--- src/rtl/ifetch_align.sv ---
// rtl/ifetch_align.sv - instruction fetch front end aligning 16/32-bit instructions from a word memory
module ifetch_align #(
    parameter logic [31:0] RESET_PC = 32'h0000_0000
) (
    input  logic        clk,
    input  logic        rst,
    output logic        imem_req,
    output logic [31:0] imem_addr,
    input  logic        imem_ack,
    input  logic [31:0] imem_rdata,
    input  logic        redirect,
    input  logic [31:0] redirect_pc,
    output logic        inst_valid,
    input  logic        inst_ready,
    output logic [31:0] inst,
    output logic [31:0] inst_pc,
    output logic        inst_is_c
);

    typedef enum logic [1:0] {
        S_IDLE    = 2'd0,
        S_REQ     = 2'd1,
        S_DISCARD = 2'd2
    } state_t;

    // Reset images of the architectural pointers.
    localparam logic [31:0] RESET_HEAD  = {RESET_PC[31:1], 1'b0};
    localparam logic [31:0] RESET_FETCH = {RESET_PC[31:2], 2'b00};

    state_t      r_state;
    state_t      w_state_nxt;

    // Halfword queue; entry 0 is the head.
    logic [15:0] r_hq [3];
    logic [15:0] w_hq_nxt [3];
    logic [1:0]  r_hq_count;
    logic [1:0]  w_hq_count_nxt;

    logic [31:0] r_head_pc;
    logic [31:0] w_head_pc_nxt;
    logic [31:0] r_fetch_pc;
    logic [31:0] w_fetch_pc_nxt;
    // Address of the outstanding request; held separately from fetch_pc
    // so a redirect can retarget fetch_pc while a stale request is open.
    logic [31:0] r_req_addr;
    logic        r_skip_lo;
    logic        w_skip_lo_nxt;

    logic        w_head_is_c;
    logic        w_inst_valid;
    logic        w_pop;
    logic [1:0]  w_pop_n;
    logic [1:0]  w_count_popped;
    logic        w_accept;
    logic        w_load_req;

    // Head decode and the decoder-facing handshake.
    always_comb begin
        w_head_is_c  = (r_hq[0][1:0] != 2'b11);
        w_inst_valid = !redirect &&
                       ((r_hq_count >= 2'd2) ||
                        ((r_hq_count >= 2'd1) && w_head_is_c));
        w_pop        = w_inst_valid && inst_ready;
        w_pop_n      = 2'd0;
        if (w_pop) begin
            w_pop_n = w_head_is_c ? 2'd1 : 2'd2;
        end
        w_count_popped = r_hq_count - w_pop_n;
        // Only a response to a live request is kept; a redirect in the
        // same cycle makes it stale.
        w_accept = (r_state == S_REQ) && imem_ack && !redirect;
    end

    // Queue update: drop popped entries first, then append the new halfwords.
    always_comb begin
        for (int i = 0; i < 3; i++) begin
            w_hq_nxt[i] = r_hq[i];
        end
        case (w_pop_n)
            2'd1: begin
                w_hq_nxt[0] = r_hq[1];
                w_hq_nxt[1] = r_hq[2];
            end
            2'd2: begin
                w_hq_nxt[0] = r_hq[2];
            end
            default: ;
        endcase
        w_hq_count_nxt = w_count_popped;
        if (redirect) begin
            w_hq_count_nxt = 2'd0;
        end else if (w_accept) begin
            if (r_skip_lo) begin
                for (int i = 0; i < 3; i++) begin
                    if (2'(i) == w_count_popped) begin
                        w_hq_nxt[i] = imem_rdata[31:16];
                    end
                end
                w_hq_count_nxt = w_count_popped + 2'd1;
            end else begin
                for (int i = 0; i < 3; i++) begin
                    if (2'(i) == w_count_popped) begin
                        w_hq_nxt[i] = imem_rdata[15:0];
                    end
                    if (2'(i) == w_count_popped + 2'd1) begin
                        w_hq_nxt[i] = imem_rdata[31:16];
                    end
                end
                w_hq_count_nxt = w_count_popped + 2'd2;
            end
        end
    end

    // Pointer and skip flag updates; a redirect overrides everything else.
    always_comb begin
        w_head_pc_nxt  = r_head_pc;
        w_fetch_pc_nxt = r_fetch_pc;
        w_skip_lo_nxt  = r_skip_lo;
        if (redirect) begin
            w_head_pc_nxt  = {redirect_pc[31:1], 1'b0};
            w_fetch_pc_nxt = {redirect_pc[31:2], 2'b00};
            w_skip_lo_nxt  = redirect_pc[1];
        end else begin
            if (w_pop) begin
                w_head_pc_nxt = r_head_pc + (w_head_is_c ? 32'd2 : 32'd4);
            end
            if (w_accept) begin
                w_fetch_pc_nxt = r_fetch_pc + 32'd4;
                w_skip_lo_nxt  = 1'b0;
            end
        end
    end

    // Fetch FSM next state; w_load_req marks the start of a new request.
    always_comb begin
        w_state_nxt = r_state;
        w_load_req  = 1'b0;
        case (r_state)
            S_IDLE: begin
                if (redirect || (w_count_popped <= 2'd1)) begin
                    w_state_nxt = S_REQ;
                    w_load_req  = 1'b1;
                end
            end
            S_REQ: begin
                if (redirect) begin
                    if (imem_ack) begin
                        w_state_nxt = S_REQ;
                        w_load_req  = 1'b1;
                    end else begin
                        w_state_nxt = S_DISCARD;
                    end
                end else if (imem_ack) begin
                    w_state_nxt = S_IDLE;
                end
            end
            S_DISCARD: begin
                if (imem_ack) begin
                    w_state_nxt = S_REQ;
                    w_load_req  = 1'b1;
                end
            end
            default: begin
                w_state_nxt = S_IDLE;
            end
        endcase
    end

    // State register; reset wins over redirect and any in-flight ack.
    always_ff @(posedge clk) begin
        if (rst) begin
            r_state    <= S_IDLE;
            r_hq_count <= 2'd0;
            r_head_pc  <= RESET_HEAD;
            r_fetch_pc <= RESET_FETCH;
            r_req_addr <= RESET_FETCH;
            r_skip_lo  <= RESET_PC[1];
            for (int i = 0; i < 3; i++) begin
                r_hq[i] <= 16'h0000;
            end
        end else begin
            r_state    <= w_state_nxt;
            r_hq_count <= w_hq_count_nxt;
            r_head_pc  <= w_head_pc_nxt;
            r_fetch_pc <= w_fetch_pc_nxt;
            r_skip_lo  <= w_skip_lo_nxt;
            if (w_load_req) begin
                r_req_addr <= w_fetch_pc_nxt;
            end
            for (int i = 0; i < 3; i++) begin
                r_hq[i] <= w_hq_nxt[i];
            end
        end
    end

    // Output drive.
    always_comb begin
        imem_req   = (r_state != S_IDLE);
        imem_addr  = {r_req_addr[31:2], 2'b00};
        inst_valid = w_inst_valid;
        inst_is_c  = w_head_is_c;
        inst_pc    = r_head_pc;
        inst       = w_head_is_c ? {16'h0000, r_hq[0]} : {r_hq[1], r_hq[0]};
    end

endmodule

--- config.mk ---
export PLATFORM = sky130hd
export DESIGN_NAME = ifetch_align
export DESIGN_NICKNAME = d
export VERILOG_FILES = /design/src/rtl/ifetch_align.sv
export SDC_FILE = /design/constraint.sdc
export NUM_CORES = 1
export LEC_CHECK = 0
export BUFFER_PORTS_ARGS = -buffer_cell sky130_fd_sc_hd__clkbuf_2
export CORE_MARGIN = 2
export CORE_UTILIZATION = 37
export CTS_BUF_LIST = sky130_fd_sc_hd__clkbuf_4 sky130_fd_sc_hd__clkbuf_8
export DETAILED_ROUTE_END_ITERATION = 10
export PLACE_DENSITY = 0.69
export RECOVER_POWER = 100
export SKIP_LAST_GASP = 1
export SYNTH_ARGS = -nofsm -noshare
export SYNTH_HDL_FRONTEND = slang
export SYNTH_SLANG_ARGS = --single-unit
--- constraint.sdc ---
create_clock -name clk -period 9.6 [get_ports clk]
set_clock_uncertainty 0.15 [all_clocks]
set_input_delay 1.44 -clock clk [delete_from_list [all_inputs] [get_ports clk]]
set_output_delay 1.44 -clock clk [all_outputs]
set_load 0.01 [all_outputs]
==> results of run 1 <==
[report_power, final]
part           internal, uW  switching (uW)  leakage, uW
logic                  84.1             138      0.00208
registers               636            33.6      0.00118
clock network           203             306     0.000211
total                   923             478      0.00348
[kinds of logic after synthesis]
logic type / after synthesis
AND/OR/NAND/NOR: 390
buffers and inverters: 123
AO/OA/AOI/OAI: 302
multiplexers: 32
XOR/XNOR: 44
flip-flops: 144
adder cells (fa/ha/maj): 9
other: 1
[metal layers]
| layer | vias up | part of all wire | GRT usage |
|---|---|---|---|
| met1 | 3875 | 0.44 | 0.286 |
| li1 | 3952 | - | - |
| met3 | 45 | 0.080 | 0.0490 |
| met2 | 327 | 0.46 | 0.339 |
| met4 | 2 | 0.022 | 0.0721 |
| met5 | - | 0.00047 | 0 |
[placed cells by master (no fill, tap or decap), types with 12 or more instances in the layout]
master    instances
dfxtp_1         144
nor2_1          127
nand2_1         104
clkbuf_1        102
o21ai_0          66
clkbuf_2         66
a21oi_1          53
a211oi_1         45
mux2i_1          31
nand3_1          30
inv_1            23
xnor2_1          23
xor2_1           21
and3_1           19
and2_1           18
a311oi_1         17
clkbuf_8         17
a21boi_0         16
a21o_1           13
a31oi_1          13
nor3_1           13
o21a_1           12
o311ai_0         12
o211ai_1         12
[worst paths after layout]
check | startpoint | cells after the start | to | slack, ns
worst max register to register | r_hq[0][1] | 11 | r_state[0] | 3.44
worst max-delay path | redirect | 13 | r_state[0] | 2.59
worst min-delay path | r_req_addr[26] | 2 | r_req_addr[26] | 0.33
worst min register to register | r_req_addr[26] | 2 | r_req_addr[26] | 0.33
[synthesized netlist by cell type, drive strengths merged (2+ instances only)]
library cell,n
a2111oi,2
a211oi,46
a21boi,17
a21o,13
a21oi,54
a221oi,2
a311oi,17
a31o,2
a31oi,13
a32oi,2
and2,23
and3,19
and4,7
and4bb,2
buf,35
clkbuf,63
clkinv,2
dfxtp,144
ha,8
inv,23
mux2i,31
nand2,104
nand2b,4
nand3,30
nand4,10
nor2,128
nor2b,6
nor3,16
nor3b,9
nor4,12
o2111a,11
o211ai,12
o21a,12
o21ai,66
o221a,2
o22ai,10
o311ai,12
o32ai,3
or2,3
or3,10
xnor2,23
xor2,21
[area by class of cell]
cell class / instances / area (um^2) / share of cell area
clock inverters: 15 / 184 / 0.0196
inverters: 25 / 93.8 / 0.0100
flip-flops and latches: 144 / 2880 / 0.308
well taps: 280 / 350 / 0.0374
repair buffers: 179 / 796 / 0.0849
clock buffers: 17 / 234 / 0.0250
multi-input cells: 780 / 4830 / 0.515
[stage by stage]
stage                     instances  instance area, um^2   util  total power, uW
after detailed placement       1408                 9150  0.418              912
final                          1440                 9370  0.428             1400
after floorplan                1047                 8290      -              828
after global placement         1408                 9150  0.418              908
after global routing           1440                 9370  0.428             1470
after CTS                      1440                 9570  0.437             1420
[tightest hold or removal path: cells and delay by family (launching register included)]
kind,cells,cell delay (ns)
flip-flops,1,0.32
buffers and inverters,1,0.04
AO/OA/AOI/OAI,1,0.07
[state kept, by name, summed over array words and instances (netlist names)]
signal,cells
inst_pc,31
r_hq,48
r_skip_lo,1
r_state,2
r_hq_count,2
r_req_addr,30
r_fetch_pc,30
==> impl_metrics.csv, run 1 <==
group,metric,value,unit
status,status,"finished, violations left",
status,violations,"capacitance limit, slew limit",
finish,drive_gt1_frac,0.113,
sta,post-route-min-period,7.01,ns
global_routing,grt_pass1_vias,7610,
power_and_ir_drop,power_density,149,mW/mm^2
critical_path,end_kind,"flop",
synth,syn_area,0.00829,mm^2
clocking,clkLatencyLatePin,0.47,ns
synth,synthXorXnorAreaFrac,0.0465,
finish,nNetsFinal,1225,
power_and_ir_drop,total_leakage_power,0.00348,uW
synth,synthTopCellsByArea,"dfxtp_1, nor2_1, nand2_1",
synth,synth_seq_cells,144,
clocking,tritoncts,"built",
sta,max_clock_freq,143,MHz
detailed_routing,drt-initial-drc-count,620,
floorplanning,row_count,54,
detailed_routing,drtAntennaViolNets,0,
detailed_routing,viasPerCell,5.70,
critical_path,crit_chain,"clkbuf_2 > clkbuf_1 > nand2b_1 > a211oi_4 > buf_4 > ha_1 > xnor2_1 > inv_1 > ha_1 > clkinv_1 > a31oi_1 > a211oi_1 > a211oi_1",
synth,async_reset_ff_frac,0,
synth,yosysTopAreaCell,"dfxtp_1",
sta,finalCritPeriodShare,0.730,
floorplanning,die_h,154,um
clocking,cts.root.buffer_cell,"clkbuf_8",
floorplanning,die_area,0.0236,mm^2
finish,area_growth,13.1,%
global_routing,grt_pass1_wl,40800,um
floorplanning,die_w,154,um
min_path,worstHoldPathType,"reg2reg",
detailed_routing,wl,25700,um
sta,rsz0062_at_grt,"false",
floorplanning,start_util,0.378,
critical_path,slowest_stage,"clkbuf_1",
sta,max_slew_margin,-2.00,
critical_path,arrival,7.18,ns
floorplanning,coreArea,0.0219,mm^2
finish,n_antenna_cell,0,
synth,synth-compound-area-share,0.249,
detailed_routing,via_count,8201,
sta,finalHoldViolCount,0,
critical_path,crit_required,9.77,ns
critical_path,slowest_delay,1.51,ns
synth,yosysSeqAreaShare,0.348,
clocking,clock_path_buffers,2,
global_routing,grt_remaining_overflow,0,
critical_path,cp_max_fo,46,
synth,synth_edf_count,0,
synth,synth_flop_cell,"dfxtp_1",
clocking,htree_levels,4,
critical_path,worstSetupStartpointType,"input pin",
placed_design,dp_slack,3.38,ns
critical_path,critPathKind,"in2reg",
placed_design,port_buffers,163,
clocking,cts.sinks,144,
detailed_routing,detail_route.wl_per_cell,17.9,um
detailed_routing,first_pass_iters,6,
synth,syn_inst,1045,
clocking,cts_hold_buffers,0,
clocking,cts_setup_buffers,0,
synth,synth_top_family_by_area,"compound AO/OA/AOI/OAI gates",
critical_path,critPathBufInv,5,
run,maxCapViolCount,3,
critical_path,worst_path_dominant_cell_family,"buffers and inverters",
sta,fin_setup_tns,0,ns
clocking,cts_buffers,17,
global_routing,gr-usage-all-layers,0.213,
global_routing,grt_max_degree,92,
synth,synthMuxAreaShare,0.0388,
sta,holdWs,0.328,ns
clocking,clk_pin_slew,0.11,ns
placed_design,gp_congestion,0.840,
synth,synth-simple-area-share,0.236,
floorplanning,ioPinCount,168,
sta,layout_setup_ws,2.59,ns
synth,synth-adder-area-share,0.0145,
detailed_routing,drc_errors,0,
synth,ys.warnings.count,0,
sta,setup-violations-final,0,
global_routing,antenna_found_initial,1,
power_and_ir_drop,ir_drop,92.0,uV
synth,synth_top_cell_area_share,0.348,
placed_design,post-dp-hpwl,16900,um
sta,worstMarginPinSlew,4.50,ns
synth,ys_types,72,
clocking,cts_resized,0,
finish,fill_cells,2325,
synth,synth_area_per_cell,7.93,um^2
sta,finalMaxSlewViolations,199,
(Power assumes the default switching activity.)
==> run 2: changes to the inputs <==
- ABC_AREA: unset -> 1
- PLACE_DENSITY: 0.69 -> 0.68
- clock period: 9.6 -> 6.8 ns (I/O delays scaled with it)
==> impl_metrics.csv, run 2 <==
group,metric,value,unit
critical_path,arrival,5.67,ns
sta,finalMaxSlewViolations,109,
synth,ys_top_cells_by_count,"nand2_1, nor2_1, inv_1",
synth,ys_types,46,
critical_path,regToRegEndpoint,"r_state[0]",
detailed_routing,detail_route.wl_per_cell,15.5,um
clocking,cts_resized,0,
status,violations,"capacitance limit, slew limit",
sta,layout_setup_ws,1.15,ns
synth,synth_top_cell_area_share,0.307,
finish,drive_gt1_frac,0.0731,
finish,n_antenna_cell,0,
sta,max_slew_margin,-1.36,
synth,synth_area_per_cell,5.91,um^2
global_routing,antenna_found_initial,0,
finish,fill_cells,2784,
clocking,htree_levels,4,
synth,ys.warnings.count,0,
floorplanning,die_h,163,um
floorplanning,start_util,0.375,
clocking,clock_path_buffers,2,
placed_design,port_buffers,163,
min_path,worstHoldPathType,"reg2reg",
placed_design,post-dp-hpwl,21900,um
min_path,holdCritStartpoint,"r_req_addr[2]",
critical_path,crit_required,6.82,ns
synth,synth_flop_cell,"dfxtp_1",
detailed_routing,drc_errors,0,
finish,final_common_cell,"nand2_1",
clocking,cts.root.buffer_cell,"clkbuf_8",
floorplanning,ioPinCount,168,
power_and_ir_drop,total_leakage_power,0.00484,uW
sta,rsz0062_at_grt,"false",
critical_path,r2r_slack,1.15,ns
detailed_routing,wl,31700,um
clocking,cts_hold_buffers,0,
clocking,cts_setup_buffers,0,
floorplanning,coreArea,0.0250,mm^2
placed_design,gp_congestion,0.918,
global_routing,gr-usage-all-layers,0.238,
placed_design,dp_slack,1.28,ns
synth,synth_edf_count,0,
synth,async_reset_ff_frac,0,
critical_path,worstRegToRegCells,17,
sta,max_clock_freq,177,MHz
floorplanning,die_w,163,um
sta,finalCritPeriodShare,0.830,
floorplanning,row_count,58,
clocking,cts.sinks,144,
critical_path,cp_max_fo,39,
sta,setup-violations-final,0,
critical_path,r2r_start,"r_hq[0][1]",
clocking,clk_pin_slew,0.09,ns
synth,syn_inst,1590,
detailed_routing,drtAntennaViolNets,0,
global_routing,grt_max_degree,68,
clocking,tritoncts,"built",
run,maxCapViolCount,2,
min_path,hold_end,"r_req_addr[2]",
finish,mostFrequentLayoutCells,"nand2_1, nor2_1, inv_1",
global_routing,grt_pass1_wl,49900,um
clocking,cts_buffers,17,
clocking,clkLatencyLatePin,0.46,ns
floorplanning,die_area,0.0267,mm^2
min_path,min_delay_path_depth,2,
sta,fin_setup_tns,0,ns
sta,finalHoldViolCount,0,
power_and_ir_drop,ir_drop,112,uV
detailed_routing,viasPerCell,5.13,
synth,synthTopCellsByArea,"dfxtp_1, nand2_1, a21oi_1",
critical_path,end_kind,"flop",
sta,post-route-min-period,5.65,ns
detailed_routing,via_count,10458,
synth,yosysSeqAreaShare,0.307,
synth,yosysTopAreaCell,"dfxtp_1",
finish,nNetsFinal,1775,
finish,area_growth,12.1,%
detailed_routing,first_pass_iters,6,
critical_path,worstSetupStartpointType,"flop",
synth,synth_seq_cells,144,
synth,syn_area,0.00940,mm^2
global_routing,grt_pass1_vias,9525,
power_and_ir_drop,power_density,192,mW/mm^2
critical_path,critPathKind,"reg2reg",
finish,largest_reg_flops,48,
finish,regMostFlops,"r_hq",
global_routing,grt_remaining_overflow,0,
synth,synth.most_common_cell,"nand2_1",
detailed_routing,drt-initial-drc-count,1074,
status,status,"finished, violations left",
sta,worstMarginPinSlew,3.53,ns
[run 2: changes by cell type after synthesis, sizes merged, moves of 14 or more]
cell and change:
o21ai +25, a311oi -17, nor2 +51, nand4 +17, a21oi +81, and2 -22, nand3b +14, nand3 +69
inv +141, a211oi -44, and3 -19, nand2 +436, mux2i -31, xnor2 -16
[run 2: kinds of logic after synthesis]
logic type      share of synthesized area
fa+ha+maj                          0.0128
simple gates                        0.387
flops                               0.307
other cells                      0.000399
xor+xnor                           0.0204
compound gates                      0.157
buf+inv                             0.116
[run 2: layout make-up]
| cell class | instances | area (um^2) | share of cell area |
|---|---|---|---|
| multi-input combinational | 1188 | 5420 | 0.514 |
| sequential | 144 | 2880 | 0.274 |
| timing repair buffer | 180 | 805 | 0.0763 |
| inverter | 166 | 623 | 0.0591 |
| tap | 330 | 413 | 0.0392 |
| clock buffer | 20 | 269 | 0.0255 |
| clock inverter | 12 | 129 | 0.0122 |
[run 2: where the power goes]
part | internal, uW | total, uW | switching [uW]
Combinational | 120 | 361 | 241
Clock | 351 | 711 | 359
Sequential | 899 | 949 | 50.2
[run 2: worst max-delay path, stage by stage (launching register included)]
cell	delay [ns]
dfxtp_1	0.34
nand2_1	0.08
clkbuf_1	0.85
nand3_1	0.15
buf_4	0.26
inv_2	0.46
ha_1	0.27
xnor2_1	0.17
xor2_2	0.34
inv_1	0.12
ha_1	0.20
buf_4	0.26
inv_1	0.57
nand3_2	0.17
nand2_4	0.17
nand2_4	0.25
inv_2	0.41
a21oi_1	0.12
[run 2: through the flow]
step	util	total power, uW	instances	hold slack (ns)	area, um^2
global route	0.421	2120	2040	0.386	10500
floorplan	-	1210	1592	0.342	9410
finish	0.421	2020	2040	0.337	10500
detailed placement	0.411	1340	2008	0.323	10300
CTS	0.427	2040	2040	0.339	10700
global placement	0.411	1330	2008	0.321	10300
[run 2: worst max-delay path by stage]
| stage | cells after the start | from | end |
|---|---|---|---|
| after floorplan | 15 | redirect | r_hq[0][40] |
| after CTS | 19 | redirect | r_req_addr[23] |
| final | 17 | r_hq[0][1] | r_state[0] |
| after global routing | 17 | r_hq[0][1] | r_state[0] |
| after global placement | 19 | redirect | r_req_addr[29] |
| after detailed placement | 19 | redirect | r_req_addr[23] |
[run 2: layer usage]
| layer | GRT usage | part of all wire | vias to the layer above |
|---|---|---|---|
| met3 | 0.0498 | 0.082 | 35 |
| met5 | 0 | 0 | - |
| met2 | 0.412 | 0.48 | 425 |
| met1 | 0.299 | 0.42 | 4720 |
| li1 | - | - | 5278 |
| met4 | 0.0640 | 0.018 | 0 |
==> run 3: changes to the inputs <==
- clock period: 6.8 -> 5.7 ns (I/O delays scaled with it)
==> impl_metrics.csv, run 3 (synthesis gave the netlist of run 2 again) <==
group,metric,value,unit
clocking,clock_path_buffers,2,
critical_path,cp_max_fo,40,
clocking,htree_levels,4,
floorplanning,die_w,163,um
detailed_routing,first_pass_iters,5,
clocking,cts_setup_buffers,0,
clocking,cts_resized,0,
finish,mostFrequentLayoutCells,"nand2_1, nor2_1, inv_1",
clocking,cts.sinks,144,
critical_path,crit_required,5.91,ns
sta,finalCritPeriodShare,0.847,
placed_design,gp_congestion,0.913,
critical_path,arrival,5.04,ns
detailed_routing,drtAntennaViolNets,0,
critical_path,end_kind,"flop",
clocking,cts_hold_buffers,0,
detailed_routing,detail_route.wl_per_cell,15.6,um
sta,finalMaxSlewViolations,41,
power_and_ir_drop,ir_drop,121,uV
finish,final_common_cell,"nand2_1",
finish,n_antenna_cell,0,
clocking,clkLatencyLatePin,0.47,ns
detailed_routing,drt-initial-drc-count,918,
power_and_ir_drop,total_leakage_power,0.00483,uW
sta,post-route-min-period,4.83,ns
global_routing,grt_pass1_vias,9451,
sta,setup-violations-final,0,
detailed_routing,wl,31800,um
global_routing,gr-usage-all-layers,0.236,
critical_path,worstSetupStartpointType,"input pin",
status,status,"finished, violations left",
sta,rsz0062_at_grt,"false",
clocking,cts_buffers,17,
finish,largest_reg_flops,48,
sta,max_slew_margin,-0.194,
power_and_ir_drop,power_density,227,mW/mm^2
finish,drive_gt1_frac,0.0748,
finish,regMostFlops,"r_hq",
floorplanning,row_count,58,
detailed_routing,via_count,10495,
floorplanning,start_util,0.375,
floorplanning,ioPinCount,168,
sta,worstMarginPinSlew,1.79,ns
clocking,clk_pin_slew,0.08,ns
clocking,cts.root.buffer_cell,"clkbuf_8",
floorplanning,die_h,163,um
floorplanning,coreArea,0.0250,mm^2
floorplanning,die_area,0.0267,mm^2
sta,finalHoldViolCount,0,
global_routing,grt_max_degree,44,
global_routing,antenna_found_initial,0,
finish,fin_util,0.421,
detailed_routing,drc_errors,0,
placed_design,post-dp-hpwl,22100,um
status,violations,"capacitance limit, slew limit",
clocking,tritoncts,"built",
finish,area_growth,12.2,%
min_path,worstHoldPathType,"reg2reg",
sta,fin_setup_tns,0,ns
placed_design,port_buffers,163,
detailed_routing,viasPerCell,5.14,
run,maxCapViolCount,1,
sta,max_clock_freq,207,MHz
power_and_ir_drop,p_total,2390,uW
finish,nNetsFinal,1776,
global_routing,grt_pass1_wl,49900,um
critical_path,critPathKind,"in2reg",
global_routing,grt_remaining_overflow,0,
==> run 3: final cells by class <==
type	instances	area [um^2]
multi-input cells	1188	5410
flip-flops and latches	144	2880
inverters	166	623
repair buffers	181	820
fillers	2784	14500
well taps	330	413
clock inverters	10	103
clock buffers	22	290
==> run 3: path summary, 6_finish.rpt <==
path	from	end	slack, ns	depth (start not counted)
min reg2reg	r_req_addr[2]	r_req_addr[2]	0.34	2
min	r_req_addr[2]	r_req_addr[2]	0.34	2
max	redirect	r_req_addr[29]	0.87	16
max reg2reg	r_hq[0][1]	r_req_addr[29]	1.24	20
==> run 3: metal layers <==
metal | vias up | wire (um) | GRT usage
met2 | 423 | 15200 | 0.414
li1 | 5278 | - | -
met3 | 44 | 2520 | 0.0475
met4 | 0 | 485 | 0.0535
met1 | 4750 | 13600 | 0.298
met5 | - | 0 | 0
==> run 3: critical path, cell delays in order <==
cell	delay, ns
clkbuf_2	0.10
clkbuf_1	1.28
clkinv_1	0.30
nand4_1	0.27
xor2_2	0.31
inv_1	0.11
ha_1	0.19
buf_4	0.26
inv_1	0.12
nand3_1	0.12
nand2_4	0.18
nand2_4	0.25
inv_2	0.42
nand2_1	0.09
nand3_1	0.11
inv_2	0.03
==> run 3: power by group <==
group	switching (uW)	total (uW)	internal, uW
registers	59.5	1130	1070
clock network	436	830	393
logic	288	432	144
total	784	2390	1610
==> run 3: metrics by stage <==
step | std cells | worst slack, ns | hold WS [ns] | area, um^2
after floorplan | 1592 | 2.13 | 0.342 | 9410
after global placement | 2009 | 0.897 | 0.319 | 10300
after detailed placement | 2009 | 0.838 | 0.329 | 10300
after CTS | 2041 | 1.22 | 0.348 | 10700
after global routing | 2041 | 0.440 | 0.379 | 10500
final | 2041 | 0.875 | 0.339 | 10500
